## src/rtl/ddr2idx_loader.sv

```systemverilog
// ddr2idx_loader
// Unpacks DDR beats into LANES index pairs and writes one pair per cycle into
// the per-PE index buffers, either broadcasting to every masked PE or
// scattering round-robin across the masked PEs. A new start aborts any run.
module ddr2idx_loader #(
    parameter int DDR_W     = 512,
    parameter int IDX_W     = 16,
    parameter int IDX_DEPTH = 256,
    parameter int ADDR_W    = $clog2(IDX_DEPTH),
    parameter int PE_NUM    = 32
) (
    input  logic                  clk,
    input  logic                  rst,
    input  logic                  start,
    output logic                  done,
    input  logic [3:0]            conf_mode,
    input  logic [ADDR_W:0]       conf_idx_num,
    input  logic [ADDR_W-1:0]     conf_base_addr,
    input  logic [PE_NUM-1:0]     conf_mask,
    input  logic [DDR_W-1:0]      ddr_data,
    input  logic                  ddr_valid,
    output logic                  ddr_ready,
    output logic [2*IDX_W-1:0]    idx_wr_data,
    output logic [ADDR_W-1:0]     idx_wr_addr,
    output logic [PE_NUM-1:0]     idx_wr_en
);

    localparam int ENT_W  = 2 * IDX_W;
    localparam int LANES  = DDR_W / ENT_W;
    localparam int LANE_W = $clog2(LANES);
    localparam int PTR_W  = (PE_NUM > 1) ? $clog2(PE_NUM) : 1;
    localparam int CNT_W  = ADDR_W + 1;

    localparam logic [1:0] ST_IDLE  = 2'd0;
    localparam logic [1:0] ST_RUN   = 2'd1;
    localparam logic [1:0] ST_FLUSH = 2'd2;

    // Index of the lowest set bit of the mask (0 when the mask is empty).
    function automatic logic [PTR_W-1:0] lowest_set(input logic [PE_NUM-1:0] m);
        logic [PTR_W-1:0] r;
        r = '0;
        for (int i = PE_NUM - 1; i >= 0; i--) begin
            if (m[i[PTR_W-1:0]]) begin
                r = i[PTR_W-1:0];
            end else begin
                r = r;
            end
        end
        return r;
    endfunction

    // Next set bit strictly after p, wrapping; returns p itself if it is the only one.
    function automatic logic [PTR_W-1:0] next_set(input logic [PE_NUM-1:0] m,
                                                  input logic [PTR_W-1:0] p);
        logic [PTR_W-1:0] r;
        logic             found;
        int               idx;
        r     = p;
        found = 1'b0;
        for (int k = 1; k <= PE_NUM; k++) begin
            idx = int'(p) + k;
            if (idx >= PE_NUM) begin
                idx = idx - PE_NUM;
            end else begin
                idx = idx;
            end
            if (!found && m[idx[PTR_W-1:0]]) begin
                r     = idx[PTR_W-1:0];
                found = 1'b1;
            end else begin
                found = found;
            end
        end
        return r;
    endfunction

    // Run configuration captured at start
    logic                   cfg_swap_r;
    logic                   cfg_scatter_r;
    logic [CNT_W-1:0]       cfg_num_r;
    logic [ADDR_W-1:0]      cfg_base_r;
    logic [PE_NUM-1:0]      cfg_mask_r;

    // Run state
    logic [1:0]             state_r;
    logic                   done_r;
    logic [LANES-1:0][ENT_W-1:0] beat_r;
    logic                   beat_vld_r;
    logic [LANE_W-1:0]      lane_r;
    logic [CNT_W-1:0]       beats_left_r;
    logic [CNT_W-1:0]       n_r;
    logic [PTR_W-1:0]       ptr_r;
    logic [ADDR_W-1:0]      round_r;

    // Registered write port
    logic [ENT_W-1:0]       wr_data_r;
    logic [ADDR_W-1:0]      wr_addr_r;
    logic [PE_NUM-1:0]      wr_en_r;

    // Combinational helpers
    logic [ENT_W-1:0]       lane_word_s;
    logic [ENT_W-1:0]       entry_s;
    logic [PTR_W-1:0]       ptr_next_s;
    logic                   wrap_s;
    logic                   last_s;
    logic                   ready_s;
    logic                   accept_s;
    logic                   emit_s;
    logic                   empty_s;
    logic [CNT_W-1:0]       beats_s;
    logic                   unused_s;

    // Reserved mode bit is deliberately ignored.
    assign unused_s = conf_mode[3];

    // Lane selection, swap, scatter pointer advance and handshake decode
    always_comb begin
        lane_word_s = beat_r[lane_r];
        if (cfg_swap_r) begin
            entry_s = {lane_word_s[IDX_W-1:0], lane_word_s[ENT_W-1:IDX_W]};
        end else begin
            entry_s = lane_word_s;
        end
        ptr_next_s = next_set(cfg_mask_r, ptr_r);
        wrap_s     = (ptr_next_s <= ptr_r);
        last_s     = (n_r == (cfg_num_r - CNT_W'(1)));
        ready_s    = (state_r == ST_RUN) && (beats_left_r != CNT_W'(0)) &&
                     (!beat_vld_r || (lane_r == LANE_W'(LANES - 1)));
        accept_s   = ready_s && ddr_valid;
        emit_s     = (state_r == ST_RUN) && beat_vld_r;
        empty_s    = (conf_idx_num == CNT_W'(0)) || (conf_mask == PE_NUM'(0));
        beats_s    = CNT_W'(({1'b0, conf_idx_num} + (CNT_W + 1)'(LANES - 1)) >> LANE_W);
    end

    // Run sequencing: start has priority, then per-state beat unpacking and writes
    always_ff @(posedge clk) begin
        if (rst) begin
            state_r       <= ST_IDLE;
            done_r        <= 1'b1;
            cfg_swap_r    <= 1'b0;
            cfg_scatter_r <= 1'b0;
            cfg_num_r     <= '0;
            cfg_base_r    <= '0;
            cfg_mask_r    <= '0;
            beat_r        <= '0;
            beat_vld_r    <= 1'b0;
            lane_r        <= '0;
            beats_left_r  <= '0;
            n_r           <= '0;
            ptr_r         <= '0;
            round_r       <= '0;
            wr_data_r     <= '0;
            wr_addr_r     <= '0;
            wr_en_r       <= '0;
        end else if (start) begin
            cfg_swap_r    <= (conf_mode[2:1] == 2'b01);
            cfg_scatter_r <= conf_mode[0];
            cfg_num_r     <= conf_idx_num;
            cfg_base_r    <= conf_base_addr;
            cfg_mask_r    <= conf_mask;
            state_r       <= empty_s ? ST_FLUSH : ST_RUN;
            done_r        <= 1'b0;
            beat_vld_r    <= 1'b0;
            lane_r        <= '0;
            beats_left_r  <= empty_s ? CNT_W'(0) : beats_s;
            n_r           <= '0;
            ptr_r         <= lowest_set(conf_mask);
            round_r       <= '0;
            wr_en_r       <= '0;
        end else begin
            case (state_r)
                ST_IDLE: begin
                    wr_en_r <= '0;
                end
                ST_RUN: begin
                    if (emit_s) begin
                        wr_data_r <= entry_s;
                        n_r       <= n_r + CNT_W'(1);
                        if (cfg_scatter_r) begin
                            wr_en_r   <= PE_NUM'(1) << ptr_r;
                            wr_addr_r <= cfg_base_r + round_r;
                            ptr_r     <= ptr_next_s;
                            if (wrap_s) begin
                                round_r <= round_r + ADDR_W'(1);
                            end
                        end else begin
                            wr_en_r   <= cfg_mask_r;
                            wr_addr_r <= cfg_base_r + n_r[ADDR_W-1:0];
                        end
                        if (last_s) begin
                            // Remaining lanes of the final beat are discarded.
                            state_r    <= ST_FLUSH;
                            beat_vld_r <= 1'b0;
                        end else if (lane_r == LANE_W'(LANES - 1)) begin
                            beat_vld_r <= 1'b0;
                        end else begin
                            lane_r <= lane_r + LANE_W'(1);
                        end
                    end else begin
                        wr_en_r <= '0;
                    end
                    // A new beat lands on the same edge that emits the old lane LANES-1.
                    if (accept_s) begin
                        beat_r       <= ddr_data;
                        beat_vld_r   <= 1'b1;
                        lane_r       <= '0;
                        beats_left_r <= beats_left_r - CNT_W'(1);
                    end
                end
                ST_FLUSH: begin
                    wr_en_r    <= '0;
                    beat_vld_r <= 1'b0;
                    state_r    <= ST_IDLE;
                    done_r     <= 1'b1;
                end
                default: begin
                    wr_en_r    <= '0;
                    beat_vld_r <= 1'b0;
                    state_r    <= ST_IDLE;
                    done_r     <= 1'b1;
                end
            endcase
        end
    end

    assign done        = done_r;
    assign ddr_ready   = ready_s;
    assign idx_wr_data = wr_data_r;
    assign idx_wr_addr = wr_addr_r;
    assign idx_wr_en   = wr_en_r;

endmodule

```

## config.mk

```make
export PLATFORM = sky130hd
export DESIGN_NAME = ddr2idx_loader
export DESIGN_NICKNAME = d
export VERILOG_FILES = /design/src/rtl/ddr2idx_loader.sv
export SDC_FILE = /design/constraint.sdc
export NUM_CORES = 2
export LEC_CHECK = 0
export ABC_AREA = 1
export BUFFER_PORTS_ARGS = -buffer_cell sky130_fd_sc_hd__buf_2
export CORE_AREA = 5 5 250 252
export CTS_CLUSTER_DIAMETER = 80
export CTS_CLUSTER_SIZE = 8
export DETAILED_ROUTE_END_ITERATION = 12
export DIE_AREA = 0 0 255 257
export HOLD_SLACK_MARGIN = 0.12
export PLACE_DENSITY = 0.82
export SLEW_MARGIN = 20
export SYNTH_ARGS = -nofsm -noshare
export SYNTH_HDL_FRONTEND = slang
export SYNTH_SLANG_ARGS = --single-unit
```

## constraint.sdc

```tcl
create_clock -name clk -period 14.2 [get_ports clk]
set_input_delay 1.42 -clock clk [delete_from_list [all_inputs] [get_ports clk]]
set_output_delay 1.42 -clock clk [all_outputs]
set_load 0.05 [all_outputs]
```

* Word-level counts from Yosys, hierarchy flattened *
Cells that the tools add are included.

cells by class
  add/sub/neg operators = 72
  magnitude comparators = 66
  equal/unequal tests = 12
  shifts and indexed selects = 1
  muxes and demuxes = 220
  bitwise operators = 4
  reductions and logical operators = 90

operators by type and width
  operator                number
  $mux W5                 100
  $lt A5 B6 Y1 const B    32
  $ge A6 B6 Y1 const B    31
  $bmux W1 S5             32
  $sub A5 B1 Y5 const B   32
  $bmux W32 S4            1
  $add A5 B5 Y6 const B   16
  $mux W32                3
  $mux W1                 69
  $add A5 B4 Y6 const B   8
  $logic_and A1 B1 Y1     35
  $logic_not A1 Y1        32
  $logic_not A32 Y1       1
  $shl A1 B5 Y32 const A  1
  $mux W9                 3
  $add A5 B3 Y6 const B   4
  $sub A9 B1 Y9 const B   2
  $add A8 B8 Y8           2
  $mux W4                 4
  $reduce_and A3 Y1       5
  $add A5 B2 Y6 const B   2
  $add A9 B4 Y10 const B  1
  $reduce_bool A2 Y1      5
  $add A9 B1 Y9 const B   1
  28 further kinds        43

word-level totals
  register bits after elaboration = 674
  bits of input ports = 569
  output and inout bits = 74
  word-level logic and storage cells = 497

* Depth between registers and ports, before layout *
  depth after elaboration = 103
  mapped depth = 63
  mapped depth without buffers = 59

* Least setup slack after synthesis *
Ideal clock, no wire load.

  kind = register to register
  start = register ptr_r[1]
  end = register round_r[7]
  library setup time = 0.117 ns
  data arrival time = 6.514 ns
  data required time = 14.083 ns
  path slack = 7.569 ns
  cell stages (with the launch flop) = 55
  path buffers = 4
  period minus slack after synthesis = 6.631 ns
  cells stage by stage = dfxtp_1 inv_2 clkbuf_1 buf_1 ha_1 buf_2 inv_2 buf_2 nand3_1 nand3_1 nand3_1 nand3_2 nand2_4 nor2_4 nand4_4 nor2_8 nand3_2 inv_2 [... 19 more ...] nor2_8 nand2_4 nor2_4 nand2_2 o21ai_0 inv_1 nand2_1 nand2_1 ha_1 a21oi_1 o21ai_0 o22ai_1 nand2_1 nor2_1 nand3_1 nor3_1 and3_1 nor3_1

on the way
  cells in the longest elaborated chain, start to end = 101
  elaborated cells on any way between the ends = 319
  those cells by class = add/sub (64); order compare (33); mux (159); reduce/logical (63)

ends and longest elaborated chain
  element                                        RTL line  text
  start: declaration                             92        logic [PTR_W-1:0] ptr_r;
  start signal: assignment                       167       ptr_r <= lowest_set(conf_mask);
  start signal: assignment                       182       ptr_r <= ptr_next_s;
  $add A5 B1 Y6                                  61        idx = int'(p) + k;
  $sub A5 B1 Y5 or $ge A6 B6 Y1 (tied branches)  63, 62
  $mux W5                                        62        if (idx >= PE_NUM) begin
  $bmux W1 S5                                    67        if (!found && m[idx[PTR_W-1:0]]) begin
  $mux W1 (not written as such)                  67
  $mux W1                                        67
  $logic_not A1 Y1                               67
  $logic_and A1 B1 Y1                            67
  [... 85 more ...]                              --
  $logic_not A1 Y1                               67
  $logic_and A1 B1 Y1                            67
  $mux W1                                        67
  $logic_not A1 Y1                               67
  $logic_and A1 B1 Y1                            67
  $mux W5                                        67
  $le A5 B5 Y1 *                                 125       wrap_s = (ptr_next_s <= ptr_r);
  $reduce_and A4 Y1 (no line) *                  --
  end signal: assignment                         184       round_r <= round_r + ADDR_W'(1);
  end: declaration                               93        logic [ADDR_W-1:0] round_r;

Mark *: on every way between the ends. The rest lies on a longest branch, timed or not. The select of a mux whose other input is x is not followed.
A chain may end at the register's enable or synchronous reset.

* Worst setup path after layout *
Same ends and word-level chain as after synthesis.

==> out/qor.csv <==
metric,value,unit
status,"finished, final reports clean",
Final Hold Viols,0,
Worst-Margin Slew,1.13,ns
initial antenna violation count,19,
GR Util met1,52.1,%
CP top delay family,simple AND/OR/NAND/NOR gates,
unrepaired setup endpoints after global routing,no,
GR peak layer,met2,
Worst path slowest cell,inv_1,
GRT Total Usage,40.0,%
max incr delay on CP,0.51,ns
"Net Count, Synth",5629,
Max-slew headroom,24.5,%
"Clk pin slew, worst setup/hold paths",0.05,ns
Comb power frac,21.9,%
share of synthesized registers carrying an async set or reset,0,%
Overflow after GRT,0,
CTS Buffer Depth,3,
TritonRoute pass-1 iters,7,
Critical Path Most Common Cell,nand2_2,
TritonCTS clock tree,yes,
sequential group share of total power,38.8,%
Layout area overhead,16.5,%
GR Util met3,8.91,%
Worst Hold Class,reg -> reg,
nets,6028,
row count,90,
insertion delay to the later sink of the worst-skew pair,0.66,ns
hold path depth,2,
layout cell share with drive strength beyond 1,15.8,%
CP Max Fanout,32,
worst path buffer plus inverter count,10,
worst r2r src,ptr_r[1]$_SDFFE_PP0P_,
die extent in y,257,um
hold_sp,beat_r[392]$_SDFFE_PP0P_,
crit path kind,reg -> reg,
final worst path period share,57.0,%
Worst Path Arrival,8.60,ns
# fillers,5424,
critical path launch point type,register,
count of unique library cells instantiated by Yosys,62,
Die Wd,255,um
setup bufs post-CTS,0,
core area,59900,sq um
RePlAce Congestion,0.980,
global-route wire length before repair,202,mm
post-DR vias/cell,6.07,
Max-cap violations,0,
Net Sw Power,1650,uW
cts bufs inserted,94,
DRC,0,
final wirelength,140,mm
post-layout minimum cycle time,8.09,ns
Fmax,124,MHz
clock sinks,674,
Max VDD drop,0.111,mV
number of global-route vias before repair,33766,
pwr dens,129,nW/um^2
total number of vias,37770,
register area,13500,sq um
CP Capture Type,register,
Ys Warns,0,
CP Launch Point,ptr_r[1]$_SDFFE_PP0P_,
Setup-failing EPs final,0,
Die Area,65500,sq um
Final ANT Viol Nets,0,
Setup Skew,0.0566,ns
Post-CTS Resized,0,
Post-Synthesis Cells,5023,
Yosys reg bits,674,
switching power share of the total,32.1,%
Detail Placement HPWL,98.5,mm
Internal,3480,uW
clock share of power,39.3,%
pins over their slew limit,0,
initial drt markers,5612,
Worst R2R Path Depth,54,
setup TNS,0,ns
predominant post-synthesis flop cell,dfxtp_1,
Critical Path RT,14.71,ns
Ports,643,
Initial Util,56.8,%
Syn Area/Cell,6.77,sq um
Post-Syn Area,34000,sq um
met2 global-route usage,59.0,%
routed len/inst,22.4,um
leak pwr,0.0164,uW
IO Port Bufs,641,
H-tree depth,3,
Root Buffer,clkbuf_16,
sequential share of the synthesized area,39.7,%
Post-synth EDFFs,0,
Power Total,5120,uW
CP Depth,54,
area of the multi-input gates,17000,sq um
Hold Buf Count CTS,0,
largest net degree at the start of global routing,197,
final cells by class:
type                    count  share of cell area, %
repair buffers            679                   8.91
clock inverters             7                  0.344
well taps                 782                   2.47
clock buffers              97                   6.04
flip-flops and latches    674                   34.1
inverters                 538                   5.18
diodes                     15                 0.0947
multi-input cells        3435                   42.9
worst register-to-register path, delay by kind of cell, from the launching register on:
kind / cells / cell delay, ns
buf+inv: 10 / 1.64
simple gates: 38 / 4.91
compound gates: 4 / 0.44
flops: 1 / 0.30
fa+ha+maj: 2 / 0.66
path summary, 6_finish.rpt:
kind | to | slack, ns
setup / recovery | round_r[7]$_SDFFE_PP0P_ | 6.11
hold / removal | beat_r[392]$_SDFFE_PP0P_ | 0.44
setup reg to reg | round_r[7]$_SDFFE_PP0P_ | 6.11
hold reg to reg | beat_r[392]$_SDFFE_PP0P_ | 0.44
synthesized netlist by cell type (all sizes together) (4+ instances only):
library cell / number / area [sq um]
nand2: 915 / 3510
a21oi: 797 / 4000
dfxtp: 674 / 13500
nand3: 652 / 3290
o21ai: 620 / 3100
inv: 533 / 2010
clkbuf: 332 / 1250
nor2: 153 / 657
nand4: 53 / 347
buf: 44 / 267
o211ai: 38 / 285
ha: 36 / 450
nor3: 36 / 191
o2111ai: 27 / 236
xor2: 26 / 265
a22oi: 13 / 97.6
xnor2: 9 / 86.3
o22ai: 7 / 43.8
a31oi: 6 / 37.5
clkinv: 5 / 20.0
o21a: 5 / 37.5
o31ai: 5 / 37.5
nand3b: 4 / 30.0
o21bai: 4 / 30.0
registers in the layout (all words and copies together), names as in the netlist, 2 cells and up:
| name | flops |
|---|---|
| ptr_r | 5 |
| cfg_num_r | 9 |
| n_r | 9 |
| idx_wr_en | 32 |
| lane_r | 4 |
| cfg_base_r | 8 |
| beats_left_r | 9 |
| cfg_mask_r | 32 |
| idx_wr_addr | 8 |
| round_r | 8 |
| idx_wr_data | 32 |
| state_r | 2 |
| beat_r | 512 |
cells by family after synthesis:
logic type               after synthesis  share of synthesized area, %
buffers and inverters                914                          10.4
XOR/XNOR                              35                          1.03
adder cells (fa/ha/maj)               37                          1.38
AO/OA/AOI/OAI                       1539                          23.7
multiplexers                           2                        0.0588
AND/OR/NAND/NOR                     1822                          23.8
flip-flops                           674                          39.7
layer usage:
metal | part of all wire [%] | routed length, um
met1 | 37 | 52300
met5 | 0.014 | 20
met2 | 43 | 60300
met3 | 11 | 15700
met4 | 8.1 | 11400
metrics by stage:
step                      cells  utilization [%]  setup WS [ns]  area [sq um]  hold WS [ns]
after detailed placement   6108             61.9           6.29         37100         0.439
after global placement     6108             61.9           6.33         37100         0.434
after global routing       6224             66.2           5.40         39600         0.459
after CTS                  6212             66.1           6.30         39600         0.446
after floorplan            5023                -           7.57         34000         0.425
final                      6227             66.2           6.11         39600         0.444
cell usage in the layout, fill, tap and decap left out, types with 4 or more instances in the layout:
cell	n
nor2_1	140
o21a_1	5
a22oi_1	13
nor3_1	35
o21ai_1	6
a31oi_1	6
clkbuf_16	95
inv_1	513
buf_4	35
dfxtp_1	671
ha_1	36
xor2_2	5
xnor2_1	8
o21ai_0	614
o31ai_1	5
nand2_2	16
o22ai_1	7
nand3_1	647
nand3_2	5
buf_2	640
o2111ai_1	27
o211ai_1	38
nand3b_1	4
nor2_4	8
nand2_4	6
nand4_1	52
o21bai_1	4
xor2_1	21
a21oi_1	795
nand2_1	893
inv_2	16
diode_2	15
power groups by stage:
stage | clock (uW) | sequential, uW | combinational [uW]
finish | 2010 | 1990 | 1120
global route | 2090 | 1990 | 1230
CTS | 2010 | 1990 | 1090
detailed placement | 0 | 2030 | 1090
global placement | 0 | 2020 | 1080
floorplan | 0 | 2020 | 725
No activity file was read; power rests on OpenSTA's default activity.
